$ cat config.mk
export PLATFORM = sky130hd
export DESIGN_NAME = fetch_stage
export DESIGN_NICKNAME = d
export VERILOG_FILES = /design/src/rtl/fetch_stage_pkg.sv /design/src/rtl/fetch_stage_pc_unit.sv /design/src/rtl/fetch_stage.sv
export SDC_FILE = /design/constraint.sdc
export NUM_CORES = 1
export LEC_CHECK = 0
export BUFFER_PORTS_ARGS = -buffer_cell sky130_fd_sc_hd__buf_2
export CELL_PAD_IN_SITES_DETAIL_PLACEMENT = 1
export CELL_PAD_IN_SITES_GLOBAL_PLACEMENT = 1
export CORE_MARGIN = 2
export CORE_UTILIZATION = 40
export DETAILED_ROUTE_END_ITERATION = 10
export PLACE_DENSITY_LB_ADDON = 0.1
export RECOVER_POWER = 25
export SLEW_MARGIN = 15
export SYNTH_ARGS = -nofsm -noshare
export SYNTH_HDL_FRONTEND = slang
export SYNTH_HIERARCHICAL = 1
export SYNTH_SLANG_ARGS = --single-unit
$ cat constraint.sdc
create_clock -name clk -period 6.5 [get_ports clk]
set_input_delay 0.975 -clock clk [delete_from_list [all_inputs] [get_ports clk]]
set_output_delay 0.975 -clock clk [all_outputs]
set_load 0.005 [all_outputs]
$ cat src/rtl/fetch_stage_pkg.sv
// fetch_stage_pkg: constants and helpers shared by the fetch stage and its
// neighbours (decode, hazard unit).
//   Xlen        datapath width of the core
//   ImemDepth   default instruction memory depth (entries, power of two)
//   NopInstr    bubble encoding, addi x0,x0,0
//   Opc*        RV32I major opcodes, used by decode and the hazard unit
//   pc_sel_e    next-PC source selected by the fetch stage each cycle
package fetch_stage_pkg;

  localparam int unsigned Xlen      = 32;
  localparam int unsigned ImemDepth = 256;

  localparam logic [31:0] NopInstr = 32'h0000_0013;

  // RV32I major opcodes (instr[6:0]).
  localparam logic [6:0] OpcLoad   = 7'b000_0011;
  localparam logic [6:0] OpcOpImm  = 7'b001_0011;
  localparam logic [6:0] OpcAuipc  = 7'b001_0111;
  localparam logic [6:0] OpcStore  = 7'b010_0011;
  localparam logic [6:0] OpcOp     = 7'b011_0011;
  localparam logic [6:0] OpcLui    = 7'b011_0111;
  localparam logic [6:0] OpcBranch = 7'b110_0011;
  localparam logic [6:0] OpcJalr   = 7'b110_0111;
  localparam logic [6:0] OpcJal    = 7'b110_1111;

  typedef enum logic [1:0] {
    PcSelInc      = 2'b00,
    PcSelHold     = 2'b01,
    PcSelRedirect = 2'b10
  } pc_sel_e;

  // A taken branch squashes the fetch even while the hazard unit is stalling,
  // so redirect has to win over hold.
  function automatic pc_sel_e pc_sel(input logic flush, input logic stall);
    pc_sel_e sel;
    if (flush) begin
      sel = PcSelRedirect;
    end else if (stall) begin
      sel = PcSelHold;
    end else begin
      sel = PcSelInc;
    end
    return sel;
  endfunction

endpackage

$ cat src/rtl/fetch_stage_pc_unit.sv
// fetch_stage_pc_unit: program counter register and next-PC mux.
// The PC is an instruction (word) index kept modulo Depth; only the low
// log2(Depth) bits are stored, so wrap-around and truncation of the redirect
// target fall out of the register width.
//   clk_i     clock
//   rst_i     asynchronous active-high reset, PC -> 0
//   flush_i   redirect to target_i (wins over stall_i)
//   stall_i   hold the PC
//   target_i  redirect target, instruction index; bits above log2(Depth) ignored
//   pc_o      current PC, zero-extended to N bits
module fetch_stage_pc_unit
  import fetch_stage_pkg::*;
#(
  parameter int unsigned N     = 32,
  parameter int unsigned Depth = 256
) (
  input  logic         clk_i,
  input  logic         rst_i,
  input  logic         flush_i,
  input  logic         stall_i,
  input  logic [N-1:0] target_i,
  output logic [N-1:0] pc_o
);

  localparam int unsigned Aw = $clog2(Depth);

  logic [Aw-1:0] pc_q, pc_d;
  pc_sel_e       sel;

  // Target bits above the memory index are deliberately dropped.
  logic unused_target_hi;
  assign unused_target_hi = ^target_i[N-1:Aw];

  assign sel = pc_sel(flush_i, stall_i);

  always_comb begin
    pc_d = pc_q;
    unique case (sel)
      PcSelRedirect: pc_d = target_i[Aw-1:0];
      PcSelHold:     pc_d = pc_q;
      PcSelInc:      pc_d = pc_q + Aw'(1);  // natural wrap at Depth
      default:       pc_d = pc_q;
    endcase
  end

  always_ff @(posedge clk_i or posedge rst_i) begin
    if (rst_i) begin
      pc_q <= '0;
    end else begin
      pc_q <= pc_d;
    end
  end

  assign pc_o = N'(pc_q);

endmodule

$ cat src/rtl/fetch_stage.sv
// fetch_stage: IF stage of the 5-stage pipeline.
// Owns the PC (via fetch_stage_pc_unit) and the IF/ID register. The PC drives
// the instruction memory address combinationally; the returned instruction is
// captured into IF/ID together with its PC and a valid bit.
//   clk            clock, all state updates on posedge
//   rst            asynchronous active-high reset
//   stall          hazard unit: hold PC, IF/ID and fetch_count
//   flush          taken branch in EX: redirect PC, bubble into IF/ID
//   branch_target  redirect target (instruction index), used while flush=1
//   imem_addr      = pc, to the instruction memory
//   imem_instr     instruction read combinationally at imem_addr
//   if_id_pc       PC of the instruction in IF/ID
//   if_id_instr    instruction in IF/ID (NOP for a bubble)
//   if_id_valid    1 = real instruction, 0 = bubble
//   fetch_count    number of valid instructions accepted into IF/ID
module fetch_stage
  import fetch_stage_pkg::*;
#(
  parameter int unsigned  N     = 32,
  parameter int unsigned  DEPTH = 256,
  parameter logic [N-1:0] NOP   = NopInstr
) (
  input  logic         clk,
  input  logic         rst,
  input  logic         stall,
  input  logic         flush,
  input  logic [N-1:0] branch_target,
  output logic [N-1:0] imem_addr,
  input  logic [N-1:0] imem_instr,
  output logic [N-1:0] if_id_pc,
  output logic [N-1:0] if_id_instr,
  output logic         if_id_valid,
  output logic [31:0]  fetch_count
);

  logic [N-1:0] pc;
  pc_sel_e      sel;

  logic [N-1:0] if_id_pc_q, if_id_pc_d;
  logic [N-1:0] if_id_instr_q, if_id_instr_d;
  logic         if_id_valid_q, if_id_valid_d;
  logic [31:0]  fetch_count_q, fetch_count_d;

  fetch_stage_pc_unit #(
    .N     (N),
    .Depth (DEPTH)
  ) u_pc_unit (
    .clk_i    (clk),
    .rst_i    (rst),
    .flush_i  (flush),
    .stall_i  (stall),
    .target_i (branch_target),
    .pc_o     (pc)
  );

  assign sel = pc_sel(flush, stall);

  always_comb begin
    if_id_pc_d    = if_id_pc_q;
    if_id_instr_d = if_id_instr_q;
    if_id_valid_d = if_id_valid_q;
    fetch_count_d = fetch_count_q;
    unique case (sel)
      PcSelRedirect: begin
        // Squash whatever was being fetched; count only tracks real instructions.
        if_id_pc_d    = '0;
        if_id_instr_d = NOP;
        if_id_valid_d = 1'b0;
      end
      PcSelHold: begin
      end
      PcSelInc: begin
        if_id_pc_d    = pc;
        if_id_instr_d = imem_instr;
        if_id_valid_d = 1'b1;
        fetch_count_d = fetch_count_q + 32'd1;
      end
      default: begin
      end
    endcase
  end

  always_ff @(posedge clk or posedge rst) begin
    if (rst) begin
      if_id_pc_q    <= '0;
      if_id_instr_q <= NOP;
      if_id_valid_q <= 1'b0;
      fetch_count_q <= '0;
    end else begin
      if_id_pc_q    <= if_id_pc_d;
      if_id_instr_q <= if_id_instr_d;
      if_id_valid_q <= if_id_valid_d;
      fetch_count_q <= fetch_count_d;
    end
  end

  assign imem_addr   = pc;
  assign if_id_pc    = if_id_pc_q;
  assign if_id_instr = if_id_instr_q;
  assign if_id_valid = if_id_valid_q;
  assign fetch_count = fetch_count_q;

endmodule

==> flow_summary.yaml <==
logic_synthesis:
  yosysTopAreaCellShare_pct: 53.2
  synthArstFlopShare_pct: 100
  synth_cell_types: 40
  synth_most_common_cell: "dfrtp_1"
  synth_cells: 418
  synth_ff_type: "dfrtp_1"
  syn-mean-instance-area_um2: 11.5
  synthTopCellsByCount: "102 x dfrtp_1, 68 x nor2_1, 62 x mux2i_1"
  netlist_area_um2: 4800
  synth-seq-cells: 105
  synthTopCellsByArea: "dfrtp_1 53%, mux2i_1 13%, nor2_1 5.3%"
  yosys_warnings: 6
  yosysSeqAreaShare_pct: 54.8
  synth_top_area_cell: "dfrtp_1"
  synth-edff-count: 0
min_path:
  holdPathStages: 1
  hp-class: "reg -> reg"
  hold_end: "fetch_count[31]"
  worstHoldStart: "fetch_count[31]"
setup_path:
  setup.worst_path.end_class: "flop"
  cp_slowest_cell: "nor4_2"
  crit_family: "simple AND/OR/NAND/NOR gates"
  timing.rr.start: "fetch_count[0]"
  critical_path_class: "in -> reg"
  start_kind: "input port"
  crit_chain: "buf_2, buf_4, nand4bb_4, nor4_2, nand4_1, xnor2_1"
  ff2ff_setup_slack_ps: 4570
  r2r-end: "fetch_count[20]"
  slowest_delay_ps: 710
  reg2reg_depth: 5
  crit_arrival_ps: 2960
  worstPathMaxFanout: 87
  cp.required_ps: 6730
  path_buf_inv: 2
floorplanning:
  die_h_um: 114
  die_w_um: 114
  dieArea_um2: 12900
  coreArea_um2: 11900
  initial_core_util_pct: 40.5
  io-pin-count: 197
  rows: 40
global_routing:
  antenna_found_initial: 0
  overflow: 0
  grt_pass1_wl_mm: 18.8
  grt_pass1_vias: 3693
  grtUsageMet3_pct: 4.57
  grt.total_usage_pct: 18.3
  grtUsageMet2_pct: 31.1
  grt_max_degree: 88
  grtUsageMet1_pct: 22.5
  grt.busiest_layer: "met2"
timing:
  finClkSkew_ps: 4.02
  setup_viol_count_final: 0
  rsz0062_at_grt: "no"
  fin_crit_ps: 2730
  fin_ws_ps: 3770
  slew_headroom_pct: 30.5
  timing.final.max_slew_violations: 0
  final.period_utilization_pct: 41.9
  tightest_slew_ps: 1040
  timing.fmax_mhz: 367
  hold_viol: 0
  fin_tns_setup_ps: 0
place:
  portBuffers: 148
  place_congestion: 0.736
  dp_slack_ps: 3380
  hpwl_mm: 8.07
cts:
  cts-root-buf: "clkbuf_16"
  tritoncts: "done"
  clock_latency_ps: 340
  cts_setup_buffers: 0
  path_clk_slew_ps: 70
  hold_buffers: 0
  htreeDepth: 3
  cts_resized: 0
  cts_sinks: 105
  clockBufferDepth: 2
  cts_made_buffers: 9
drt:
  viasPerCell: 4.91
  dr.pass1.iters: 4
  drc: 0
  drtIter0Drc: 151
  antenna_left: 0
  wl_per_cell_um: 16.2
  wl_mm: 11.5
  vias: 3489
power:
  ir_worst_vdd_mv: 0.102
  p_per_area_nw_per_um2: 246
  power.leakage_nw: 3.17
finish:
  nets: 629
  syn2layout_area_growth_pct: 21.1
  antenna-diode-count: 0
  drive_above_1_share_pct: 31.7
outcome:
  outcome: "completed"
job:
  cap_violations: 0
[registers in the layout, indices dropped and copies added, names as in the netlist]
register / count
if_id_instr: 32
u_pc_unit/pc_q: 8
fetch_count: 32
if_id_pc: 32
if_id_valid: 1
[how the worst max path moves through the flow]
stage	startpoint	to	slack, ps	cells past startpoint
after floorplan	rst	fetch_count[0]	3000	1
after global placement	flush	fetch_count[20]	3490	6
after detailed placement	flush	fetch_count[20]	3380	6
after CTS	flush	fetch_count[20]	3760	6
after global routing	flush	fetch_count[20]	3660	6
final	flush	fetch_count[20]	3770	6
[through the flow]
step	util, %	cell area [um^2]	hold slack (ps)	power [mW]	cells
after floorplan	-	4890	465	0.874	441
after global placement	47.0	5570	452	0.951	695
after detailed placement	47.0	5570	458	0.962	695
after CTS	49.1	5820	468	1.46	711
after global routing	49.0	5820	499	1.50	711
final	49.0	5820	462	1.43	711
[layer usage]
layer  share of wire (%)  routed length [um]
met5                   0                   0
met4                 1.9                 217
met3                 5.7                 655
met2                  51                5830
met1                  42                4830
[where the power goes]
part,switching [mW],total [mW],internal [mW]
logic,0.103,0.193,0.0901
registers,0.0497,0.751,0.702
clock network,0.226,0.486,0.261
total,0.379,1.43,1.05
[kinds of logic (layout without fill, tap and decap cells)]
family | count (synthesis) | count (layout) | synth area share, %
and+or+nand+nor | 147 | 147 | 17.1
DFF | 105 | 105 | 54.8
muxes | 63 | 63 | 13.2
buffers and inverters | 53 | 176 | 6.33
xor gates and xnor gates | 35 | 35 | 6.38
AOI/OAI and AO/OA | 12 | 12 | 1.59
adders and majority gates | 2 | 2 | 0.521
other | 1 | 24 | 0.0781
[final cells by class]
class                      count  area, um^2
clock buffer                  15         248
clock inverter                 1        5.00
fill                        1344        6050
inverter                       9        35.0
multi-input combinational    283        1950
sequential                   105        2630
tap                          147         184
timing repair buffer         151         759
[cell usage in the layout, fill, tap and decap left out, types with 2 or more instances in the layout]
cell type	instances
buf_2	142
dfrtp_1	102
nor2_1	68
mux2i_1	62
conb_1	24
xor2_1	21
nand2_1	17
xnor2_1	14
nand3_1	13
clkbuf_1	11
clkbuf_16	9
inv_1	8
nor3_2	8
nor2b_1	7
nand4_1	7
o21ai_0	7
and3_1	4
buf_4	4
a211o_1	3
nor4_1	3
dfstp_2	3
and4_1	2
and2_1	2
nor3_1	2
nor4_2	2
ha_1	2
or4_1	2
nand4b_1	2
(Power assumes the default switching activity.)
